File: src/rtl/cpu_pkg.sv
// Shared definitions for the one-bus CPU control path: opcodes, sequencer
// states and instruction classes.
package cpu_pkg;

    localparam int unsigned OPC_WIDTH = 5;
    localparam int unsigned IR_W      = 32;

    localparam logic [OPC_WIDTH-1:0] OP_LD   = 5'b00000;
    localparam logic [OPC_WIDTH-1:0] OP_LDI  = 5'b00001;
    localparam logic [OPC_WIDTH-1:0] OP_ST   = 5'b00010;
    localparam logic [OPC_WIDTH-1:0] OP_ADD  = 5'b00011;
    localparam logic [OPC_WIDTH-1:0] OP_SUB  = 5'b00100;
    localparam logic [OPC_WIDTH-1:0] OP_SHR  = 5'b00101;
    localparam logic [OPC_WIDTH-1:0] OP_SHL  = 5'b00110;
    localparam logic [OPC_WIDTH-1:0] OP_ROR  = 5'b00111;
    localparam logic [OPC_WIDTH-1:0] OP_ROL  = 5'b01000;
    localparam logic [OPC_WIDTH-1:0] OP_AND  = 5'b01001;
    localparam logic [OPC_WIDTH-1:0] OP_OR   = 5'b01010;
    localparam logic [OPC_WIDTH-1:0] OP_ADDI = 5'b01011;
    localparam logic [OPC_WIDTH-1:0] OP_ANDI = 5'b01100;
    localparam logic [OPC_WIDTH-1:0] OP_ORI  = 5'b01101;
    localparam logic [OPC_WIDTH-1:0] OP_MUL  = 5'b01110;
    localparam logic [OPC_WIDTH-1:0] OP_DIV  = 5'b01111;
    localparam logic [OPC_WIDTH-1:0] OP_NEG  = 5'b10000;
    localparam logic [OPC_WIDTH-1:0] OP_NOT  = 5'b10001;
    localparam logic [OPC_WIDTH-1:0] OP_BR   = 5'b10010;
    localparam logic [OPC_WIDTH-1:0] OP_JR   = 5'b10011;
    localparam logic [OPC_WIDTH-1:0] OP_JAL  = 5'b10100;
    localparam logic [OPC_WIDTH-1:0] OP_IN   = 5'b10101;
    localparam logic [OPC_WIDTH-1:0] OP_OUT  = 5'b10110;
    localparam logic [OPC_WIDTH-1:0] OP_MFHI = 5'b10111;
    localparam logic [OPC_WIDTH-1:0] OP_MFLO = 5'b11000;
    localparam logic [OPC_WIDTH-1:0] OP_NOP  = 5'b11001;
    localparam logic [OPC_WIDTH-1:0] OP_HALT = 5'b11010;

    // T0..T7 are contiguous so a step advance is a simple increment.
    typedef enum logic [3:0] {
        S_RESET = 4'd0,
        S_T0    = 4'd1,
        S_T1    = 4'd2,
        S_T2    = 4'd3,
        S_T3    = 4'd4,
        S_T4    = 4'd5,
        S_T5    = 4'd6,
        S_T6    = 4'd7,
        S_T7    = 4'd8,
        S_HALT  = 4'd9,
        S_WAIT  = 4'd10
    } state_t;

    typedef enum logic [3:0] {
        CL_ALU3,
        CL_IMM,
        CL_UNARY,
        CL_MULDIV,
        CL_LD,
        CL_LDI,
        CL_ST,
        CL_BR,
        CL_JR,
        CL_JAL,
        CL_IN,
        CL_OUT,
        CL_MFHI,
        CL_MFLO,
        CL_NOP,
        CL_HALT
    } iclass_t;

    // Next micro-step within an instruction; saturates at T7.
    function automatic state_t next_step(input state_t s);
        state_t n;
        case (s)
            S_T0:    n = S_T1;
            S_T1:    n = S_T2;
            S_T2:    n = S_T3;
            S_T3:    n = S_T4;
            S_T4:    n = S_T5;
            S_T5:    n = S_T6;
            S_T6:    n = S_T7;
            default: n = S_T7;
        endcase
        return n;
    endfunction

endpackage

File: src/rtl/cu_decode.sv
// Opcode to instruction class, and class to final execute step.
module cu_decode
    import cpu_pkg::*;
#(
    parameter int unsigned OPC_W = 5
) (
    input  logic [OPC_W-1:0] opcode_i,
    output iclass_t          class_o,
    output state_t           last_o
);

    // Classify the opcode; anything undefined behaves as nop.
    always_comb begin
        class_o = CL_NOP;
        case (opcode_i)
            OPC_W'(OP_ADD), OPC_W'(OP_SUB), OPC_W'(OP_SHR), OPC_W'(OP_SHL),
            OPC_W'(OP_ROR), OPC_W'(OP_ROL), OPC_W'(OP_AND), OPC_W'(OP_OR):
                class_o = CL_ALU3;
            OPC_W'(OP_ADDI), OPC_W'(OP_ANDI), OPC_W'(OP_ORI):
                class_o = CL_IMM;
            OPC_W'(OP_NEG), OPC_W'(OP_NOT):  class_o = CL_UNARY;
            OPC_W'(OP_MUL), OPC_W'(OP_DIV):  class_o = CL_MULDIV;
            OPC_W'(OP_LD):                   class_o = CL_LD;
            OPC_W'(OP_LDI):                  class_o = CL_LDI;
            OPC_W'(OP_ST):                   class_o = CL_ST;
            OPC_W'(OP_BR):                   class_o = CL_BR;
            OPC_W'(OP_JR):                   class_o = CL_JR;
            OPC_W'(OP_JAL):                  class_o = CL_JAL;
            OPC_W'(OP_IN):                   class_o = CL_IN;
            OPC_W'(OP_OUT):                  class_o = CL_OUT;
            OPC_W'(OP_MFHI):                 class_o = CL_MFHI;
            OPC_W'(OP_MFLO):                 class_o = CL_MFLO;
            OPC_W'(OP_HALT):                 class_o = CL_HALT;
            default:                         class_o = CL_NOP;
        endcase
    end

    // Last execute step of each class (instruction length minus one).
    always_comb begin
        last_o = S_T3;
        case (class_o)
            CL_ALU3, CL_IMM, CL_LDI: last_o = S_T5;
            CL_UNARY, CL_JAL:        last_o = S_T4;
            CL_MULDIV, CL_BR:        last_o = S_T6;
            CL_LD, CL_ST:            last_o = S_T7;
            default:                 last_o = S_T3;
        endcase
    end

endmodule

File: src/rtl/control_unit.sv
// Hardwired Moore sequencer for the one-bus CPU: fetch T0-T2, execute T3-T7.
// Build option CU_STEP_EN adds a Step input and a WAIT state at every
// instruction boundary for single-stepping.
module control_unit
    import cpu_pkg::*;
#(
    parameter int unsigned OPC_W = 5
) (
    input  logic            Clock,
    input  logic            Clear,
    input  logic [IR_W-1:0] IR,
    input  logic            CON_FF,
    input  logic            Stop,
`ifdef CU_STEP_EN
    input  logic            Step,
`endif
    output logic            PCout,
    output logic            PC_enable,
    output logic            IncPC,
    output logic            MAR_enable,
    output logic            MDR_enable,
    output logic            MDR_read,
    output logic            MDRout,
    output logic            RAM_write,
    output logic            IR_enable,
    output logic            Y_enable,
    output logic            ZLowIn,
    output logic            ZHighIn,
    output logic            ZLowout,
    output logic            ZHighout,
    output logic            HI_enable,
    output logic            LO_enable,
    output logic            HIout,
    output logic            LOout,
    output logic            Gra,
    output logic            Grb,
    output logic            Grc,
    output logic            R_in,
    output logic            R_out,
    output logic            BAout,
    output logic            Cout,
    output logic            CONin,
    output logic            InPortout,
    output logic            OutPort_enable,
    output logic            Run
);

`ifdef CU_STEP_EN
    localparam state_t BOUNDARY = S_WAIT;
`else
    localparam state_t BOUNDARY = S_T0;
`endif

    state_t             state_q, state_d;
    iclass_t            iclass;
    state_t             last_step;
    logic [OPC_W-1:0]   opcode;
    logic               unused_ir;

    assign opcode    = IR[IR_W-1 -: OPC_W];
    assign unused_ir = ^IR[IR_W-1-OPC_W:0];

    cu_decode #(.OPC_W(OPC_W)) u_decode (
        .opcode_i (opcode),
        .class_o  (iclass),
        .last_o   (last_step)
    );

    // State register; Clear drops straight to RESET.
    always_ff @(posedge Clock or negedge Clear) begin
        if (!Clear) state_q <= S_RESET;
        else        state_q <= state_d;
    end

    // Next-state: fetch, execute until the class's last step, then boundary.
    always_comb begin
        state_d = state_q;
        case (state_q)
            S_RESET: state_d = S_T0;
            S_T0, S_T1, S_T2: state_d = next_step(state_q);
            S_T3, S_T4, S_T5, S_T6, S_T7: begin
                if (iclass == CL_HALT)       state_d = S_HALT;
                else if (state_q >= last_step) state_d = Stop ? S_HALT : BOUNDARY;
                else                         state_d = next_step(state_q);
            end
            S_HALT: state_d = S_HALT;
`ifdef CU_STEP_EN
            S_WAIT: begin
                if (Stop)      state_d = S_HALT;
                else if (Step) state_d = S_T0;
                else           state_d = S_WAIT;
            end
`endif
            default: state_d = S_RESET;
        endcase
    end

    // Strobe decode from the current step, instruction class and CON_FF.
    always_comb begin
        PCout = 1'b0; PC_enable = 1'b0; IncPC = 1'b0;
        MAR_enable = 1'b0; MDR_enable = 1'b0; MDR_read = 1'b0;
        MDRout = 1'b0; RAM_write = 1'b0; IR_enable = 1'b0;
        Y_enable = 1'b0; ZLowIn = 1'b0; ZHighIn = 1'b0;
        ZLowout = 1'b0; ZHighout = 1'b0; HI_enable = 1'b0;
        LO_enable = 1'b0; HIout = 1'b0; LOout = 1'b0;
        Gra = 1'b0; Grb = 1'b0; Grc = 1'b0; R_in = 1'b0; R_out = 1'b0;
        BAout = 1'b0; Cout = 1'b0; CONin = 1'b0;
        InPortout = 1'b0; OutPort_enable = 1'b0;
        Run = 1'b0;

        case (state_q)
            S_T0: begin
                Run = 1'b1;
                PCout = 1'b1; MAR_enable = 1'b1; IncPC = 1'b1; ZLowIn = 1'b1;
            end
            S_T1: begin
                Run = 1'b1;
                ZLowout = 1'b1; PC_enable = 1'b1; MDR_read = 1'b1; MDR_enable = 1'b1;
            end
            S_T2: begin
                Run = 1'b1;
                MDRout = 1'b1; IR_enable = 1'b1;
            end
            S_T3: begin
                Run = 1'b1;
                case (iclass)
                    CL_ALU3, CL_IMM: begin Grb = 1'b1; R_out = 1'b1; Y_enable = 1'b1; end
                    CL_UNARY:        begin Grb = 1'b1; R_out = 1'b1; ZLowIn = 1'b1; end
                    CL_MULDIV:       begin Gra = 1'b1; R_out = 1'b1; Y_enable = 1'b1; end
                    CL_LD, CL_LDI, CL_ST:
                                     begin Grb = 1'b1; BAout = 1'b1; Y_enable = 1'b1; end
                    CL_BR:           begin Gra = 1'b1; R_out = 1'b1; CONin = 1'b1; end
                    CL_JR:           begin Gra = 1'b1; R_out = 1'b1; PC_enable = 1'b1; end
                    CL_JAL:          begin PCout = 1'b1; Grb = 1'b1; R_in = 1'b1; end
                    CL_IN:           begin InPortout = 1'b1; Gra = 1'b1; R_in = 1'b1; end
                    CL_OUT:          begin Gra = 1'b1; R_out = 1'b1; OutPort_enable = 1'b1; end
                    CL_MFHI:         begin HIout = 1'b1; Gra = 1'b1; R_in = 1'b1; end
                    CL_MFLO:         begin LOout = 1'b1; Gra = 1'b1; R_in = 1'b1; end
                    default: ;
                endcase
            end
            S_T4: begin
                Run = 1'b1;
                case (iclass)
                    CL_ALU3:   begin Grc = 1'b1; R_out = 1'b1; ZLowIn = 1'b1; end
                    CL_IMM, CL_LD, CL_LDI, CL_ST:
                               begin Cout = 1'b1; ZLowIn = 1'b1; end
                    CL_UNARY:  begin ZLowout = 1'b1; Gra = 1'b1; R_in = 1'b1; end
                    CL_MULDIV: begin Grb = 1'b1; R_out = 1'b1; ZLowIn = 1'b1; ZHighIn = 1'b1; end
                    CL_BR:     begin PCout = 1'b1; Y_enable = 1'b1; end
                    CL_JAL:    begin Gra = 1'b1; R_out = 1'b1; PC_enable = 1'b1; end
                    default: ;
                endcase
            end
            S_T5: begin
                Run = 1'b1;
                case (iclass)
                    CL_ALU3, CL_IMM, CL_LDI:
                               begin ZLowout = 1'b1; Gra = 1'b1; R_in = 1'b1; end
                    CL_MULDIV: begin ZLowout = 1'b1; LO_enable = 1'b1; end
                    CL_LD, CL_ST:
                               begin ZLowout = 1'b1; MAR_enable = 1'b1; end
                    CL_BR:     begin Cout = 1'b1; ZLowIn = 1'b1; end
                    default: ;
                endcase
            end
            S_T6: begin
                Run = 1'b1;
                case (iclass)
                    CL_MULDIV: begin ZHighout = 1'b1; HI_enable = 1'b1; end
                    CL_LD:     begin MDR_read = 1'b1; MDR_enable = 1'b1; end
                    CL_ST:     begin Gra = 1'b1; R_out = 1'b1; MDR_enable = 1'b1; end
                    CL_BR:     begin ZLowout = 1'b1; PC_enable = CON_FF; end
                    default: ;
                endcase
            end
            S_T7: begin
                Run = 1'b1;
                case (iclass)
                    CL_LD:   begin MDRout = 1'b1; Gra = 1'b1; R_in = 1'b1; end
                    CL_ST:   RAM_write = 1'b1;
                    default: ;
                endcase
            end
            S_WAIT:  Run = 1'b1;
            default: ;
        endcase
    end

endmodule

File: config.mk
export PLATFORM = sky130hd
export DESIGN_NAME = control_unit
export DESIGN_NICKNAME = d
export VERILOG_FILES = /design/src/rtl/cpu_pkg.sv /design/src/rtl/cu_decode.sv /design/src/rtl/control_unit.sv
export SDC_FILE = /design/constraint.sdc
export NUM_CORES = 1
export LEC_CHECK = 0
export ABC_AREA = 1
export ABC_CLOCK_PERIOD_IN_PS = 2600
export CAP_MARGIN = 40
export CORE_ASPECT_RATIO = 0.75
export CORE_UTILIZATION = 40
export DETAILED_ROUTE_END_ITERATION = 10
export PLACE_DENSITY_LB_ADDON = 0.3
export SLEW_MARGIN = 40
export SYNTH_ARGS = -nofsm -noshare
export SYNTH_HDL_FRONTEND = slang
export SYNTH_SLANG_ARGS = --single-unit
File: constraint.sdc
create_clock -name Clock -period 2.6 [get_ports Clock]
set_input_delay 0.52 -clock Clock [delete_from_list [all_inputs] [get_ports Clock]]
set_output_delay 0.52 -clock Clock [all_outputs]
set_load 0.01 [all_outputs]
# == Yosys cells after proc, flatten, opt, wreduce, memory -nomap -nowiden ==
# Memory sizes are Yosys's and may differ from the RTL's.
# Index checks and enable logic that the tools add are counted.
# classes
div_mod_pow,0
n_mul,0
order_cmp,1
addsub,0
eq_ne,24
n_shift,0
n_reduce_logical,16
n_mux,57
bitwise_logic,0
# ops
cell,n
"4-bit equality test, second input constant",10
1-bit 2-to-1 mux,38
"4-bit by 3-bit equality test with 1-bit output, second input constant",8
4-bit case mux with 6 select lines,1
7-bit OR reduction,3
"4-bit by 2-bit equality test with 1-bit output, second input constant",4
1-bit case mux with 4 select lines,4
4-bit case mux with 4 select lines,1
1-bit case mux with 2 select lines,7
4-bit 2-to-1 mux,3
3-bit OR reduction,4
9-bit OR reduction,1
"4-bit by 1-bit equality test with 1-bit output, second input constant",2
4-bit zero test,2
4-bit OR reduction,2
1-bit case mux with 3 select lines,2
6-bit OR reduction,1
1-bit case mux with 5 select lines,1
5-bit OR reduction,1
4-bit >= comparator,1
2-bit OR reduction,2
# totals
latchBits,0
in_bits,36
mem_bits_ro,192
mem_bits_rw,0
wordCells,101
output_inout_bits,29
n_memories,2
register_bits,4
# mem_list
memory,words,width,rd,rd_clocked_by_memory_dff,wr,line,source
(name not given),32,4,1,0,0,cu_decode.sv:15,case (opcode_i)
(name not given),16,4,1,0,0,cu_decode.sv:41,case (class_o)

# == Logic depth before layout (Yosys ltp) ==
# An unclocked memory read counts as a cell.
# logic_depth
ltp_word,6
depth_mapped,21

# == Modules after synthesis ==
# A second synthesis with hierarchy kept.
# hier_totals
hier_cells,226
area_unflattened_um2,1202.4
# by_module_without_submodules
mod,area_each_um2,n_inst,cells_each
control_unit,877.1,1,170
cu_decode,325.3,1,56

# == Worst setup path after synthesis ==
# Ideal clock, no wire load.
# synth_timing
kind,in2reg
startpoint,input IR[27]
endpoint,register state_q[3]
setup_slack_ps,-15
setup_ps,121
t_required_ps,2479
arrival_ps,2493
cell_stages,21
cell_sequence,inv_1 > ha_1 > nor2_1 > nor2_1 > nor2_1 > nand2_2 > nand2_4 > buf_6 > nor2_4 > inv_1 > nand3_1 > ha_1 > inv_1 > o21bai_1 > nand3_1 > nand3_1 > inv_1 > nand2_1 > nand3_1 > nand2_1 > o21ai_1
# synth_via
elab_chain_len,6
word_cells_on_any_way,7
# synth_rtl
element,line,source
start: declaration,control_unit.sv:11,"input logic [IR_W-1:0] IR,"
memory 32 x 4 bit (*),--,
memory 16 x 4 bit,--,
4-bit >= comparator,control_unit.sv:83,else if (state_q >= last_step) state_d = Stop ? S_HALT : BOUNDARY;
4-bit 2-to-1 mux,control_unit.sv:83,
4-bit 2-to-1 mux (*),control_unit.sv:82,if (iclass == CL_HALT) state_d = S_HALT;
4-bit case mux with 4 select lines (*),control_unit.sv:78,case (state_q)
net state_d[3],control_unit.sv:54,"state_t state_q, state_d;"
end signal: assignment,control_unit.sv:72,else state_q <= state_d;
end: declaration,control_unit.sv:54,
# Mark *: on every way through the listed nets, which the timed path passes. The rest lies on a longest branch.

# == Worst setup path in the final report ==
# layout_timing
startpoint,input IR[30]
endpoint,output R_in
# layout_via
elab_chain_len,5
word_cells_on_any_way,17
# layout_rtl
element,line,source
memory 32 x 4 bit (*),--,
"4-bit equality test, or another cell as far along",control_unit.sv:126,case (iclass)
4-bit OR reduction (no source line) or 3-bit OR reduction (tied branches),--,
"1-bit 2-to-1 mux, on equally long branches","control_unit.sv:126, control_unit.sv:157",
1-bit case mux with 4 select lines (*),control_unit.sv:111,case (state_q)
end: declaration,control_unit.sv:38,"output logic R_in,"
# Every way passes the cells marked *; elsewhere a longest branch is shown, timed or not.

==> metrics.cfg <==
[run_status]
status = finished, violations left
violations = negative setup slack

[synth]
seq_area_frac_synth_pct = 8.03
ys.warnings.count = 0
syn_nets = 263
syn_area_per_cell_sq_um = 5.74
yosysUniqueCellTypes = 30
synth_top_family_by_area = simple AND/OR/NAND/NOR gates
synthAdderAreaFrac_pct = 10.0
synth_compound_area_share_pct = 13.3
synth_mux_area_share_pct = 0
yosys.area.top_type_share_pct = 14.2
syn_area_sq_mm = 0.00125
synth_edf_count = 0
synth_seq_cells = 4
yosys-top-cells-area = nand2_1 (14%), ha_1 (10%), inv_1 (9.3%)
syn_inst = 217
synth_xor_area_share_pct = 0
yosys.area_share.simple_pct = 54.5
async_flop_share_pct = 100
synth_area_leader_cell = nand2_1
synth_ff_type = dfrtp_1

[setup_path]
end_kind = primary output
ff2ff_setup_slack_ns = 0.90
worstPathArrival_ns = 2.18
path_cells = clkbuf_2 > inv_2 > buf_12 > nor2_1 > nor2_1 > nand2_2 > nand2_8 > nor2_4 > buf_6 > nand3_2 > nand3_4 > inv_1 > nand2_1 > buf_2
endpoint = R_in
cp-start-kind = input pin
critPathSlowestCell = nor2_4
crit_type = in -> out
rr_worst_depth = 11
r2r_start = state_q[1]
crit_cells = 14
crit_path_frequent_cell = nor2_1
slowest_delay_ns = 0.19
path_buf_inv = 6
critPathTopFamily = simple AND/OR/NAND/NOR gates
startpoint = IR[30]
cp_max_fo = 6
r2r-end = state_q[3]
critPathRequiredTime_ns = 2.08

[route]
via_per_inst = 5.72
wl_per_cell_microns = 17.8
drt_pass1_iterations = 7
drt-initial-drc-count = 228
drc = 0
ant_nets = 0
dr_total_vias = 1985
routed_wirelength_microns = 6180

[sta]
fin_crit_sh_pct = 104
clock_skew_ns = 0.00621
setup_viol = 16
whs_ns = 0.502
finalMaxSlewViolations = 0
slew_headroom_pct = 73.6
fin_crit_ns = 2.70
fmax_mhz = 370
worst_pin_slew_ns = 0.396
setup_slack_ns = -0.101
final-hold-violation-count = 0
rsz0062_at_grt = yes

[placement]
dp_hpwl_microns = 3040
place_worst_setup_slack_ns = -0.864
gp_congestion = 0.931
dp.cells = 317
numPortBuffers = 37

[floorplan]
num_rows = 17
die_h_microns = 50.3
die_w_microns = 66.5
die-area_sq_mm = 0.00335
start_util_pct = 42.1
ioPinCount = 65
core_sq_mm = 0.00296

[global_route]
grt_pass1_wl_microns = 6990
antenna_found_initial = 0
grt_max_degree = 9
first_global_vias = 1553
gr-total-overflow = 0
grtUsageTotal_pct = 27.1

[clocking]
tritoncts = yes
clock_latency_ns = 0.23
clock_sinks = 4
clockBufferDepth = 2
cts.htree.levels = 1
cts.clk_slew.worst_paths_ns = 0.03
cts_root_buffer = clkbuf_8
cts_inserted_buffers = 3

[min_path]
worstHoldPathType = in -> async

[finish]
top_register = state_q
area_growth_pct = 93.1
fillers = 174
fin_cells = 347
multiInputGateArea_sq_mm = 0.00130
final_cell_mix = buf_4 (41), nand2_1 (32), nor2_1 (23)
final_common_cell = buf_4
largest_register_ffs = 4
drive_gt1_share_pct = 55.0
reg.largest.list = state_q x4
antenna_cells = 0
num-nets-final = 357
register_area_sq_um = 100

[power_and_ir_drop]
powerDensity_mw_per_mm2 = 563
power_mw = 1.35
p_leak_nw = 1.27
ir_worst_vdd_v = 0.000523

[job]
max_cap_violations = 0

## timing repair
item,4_1_cts,5_1_grt
setup buffers,8,19
hold buffers,0,0
pin swaps,18,40
resized for setup,103,81
gates cloned,1,0
setup endpoints to repair,30,28
## power by group
group	total [mW]	switching [mW]	internal, mW	leakage, nW
sequential	0.114	0.0266	0.0873	0.0510
combinational	1.10	0.648	0.454	1.20
clock	0.137	0.0382	0.0992	0.0216
total	1.35	0.713	0.641	1.27
## cells by family (layout without fill, tap and decap cells)
logic type,Yosys count,in the layout
fa+ha+maj,10,10
simple gates,131,132
compound gates,28,28
buf+inv,44,135
flops,4,4
## how the worst min path moves through the flow
stage,start,end,cells after the start
global route,Clear,state_q[1],1
detailed placement,state_q[0],state_q[0],3
finish,Clear,state_q[1],1
floorplan,Clear,state_q[0],0
CTS,Clear,state_q[1],1
global placement,state_q[0],state_q[0],3
## per-layer routing
| layer | track usage (%) | up-vias | part of all wire (%) |
|---|---|---|---|
| met5 | 0 | - | 0 |
| met4 | 8.16 | 0 | 5.8 |
| met3 | 4.32 | 41 | 8.8 |
| met2 | 42.9 | 160 | 47 |
| met1 | 37.5 | 903 | 38 |
| li1 | - | 881 | - |
## synthesized netlist by cell type, types with 3 or more instances
| cell | n |
|---|---|
| dfrtp_1 | 4 |
| nand2_2 | 11 |
| o21ai_1 | 7 |
| ha_1 | 10 |
| inv_2 | 11 |
| nor2_1 | 28 |
| a21oi_1 | 7 |
| nor2_2 | 3 |
| o21ai_0 | 5 |
| nand3_1 | 20 |
| nand2_1 | 47 |
| nor3_1 | 3 |
| nand3_2 | 5 |
| nor2_4 | 6 |
| inv_1 | 31 |
## stage by stage
stage	cell area (sq um)	util [%]	TNS, ns
floorplan	1250	-	0
global placement	1860	62.9	-21.34
detailed placement	1860	62.9	-22.28
CTS	2020	68.2	0
global route	2410	81.4	-2.75
finish	2410	81.4	-0.712
## final cells by class
type | count | share of cell area (%)
clock buffer | 3 | 1.72
inverter | 42 | 7.07
multi-input combinational | 170 | 53.9
sequential | 4 | 4.16
tap | 38 | 1.98
timing repair buffer | 90 | 31.2
(Power assumes the default switching activity.)
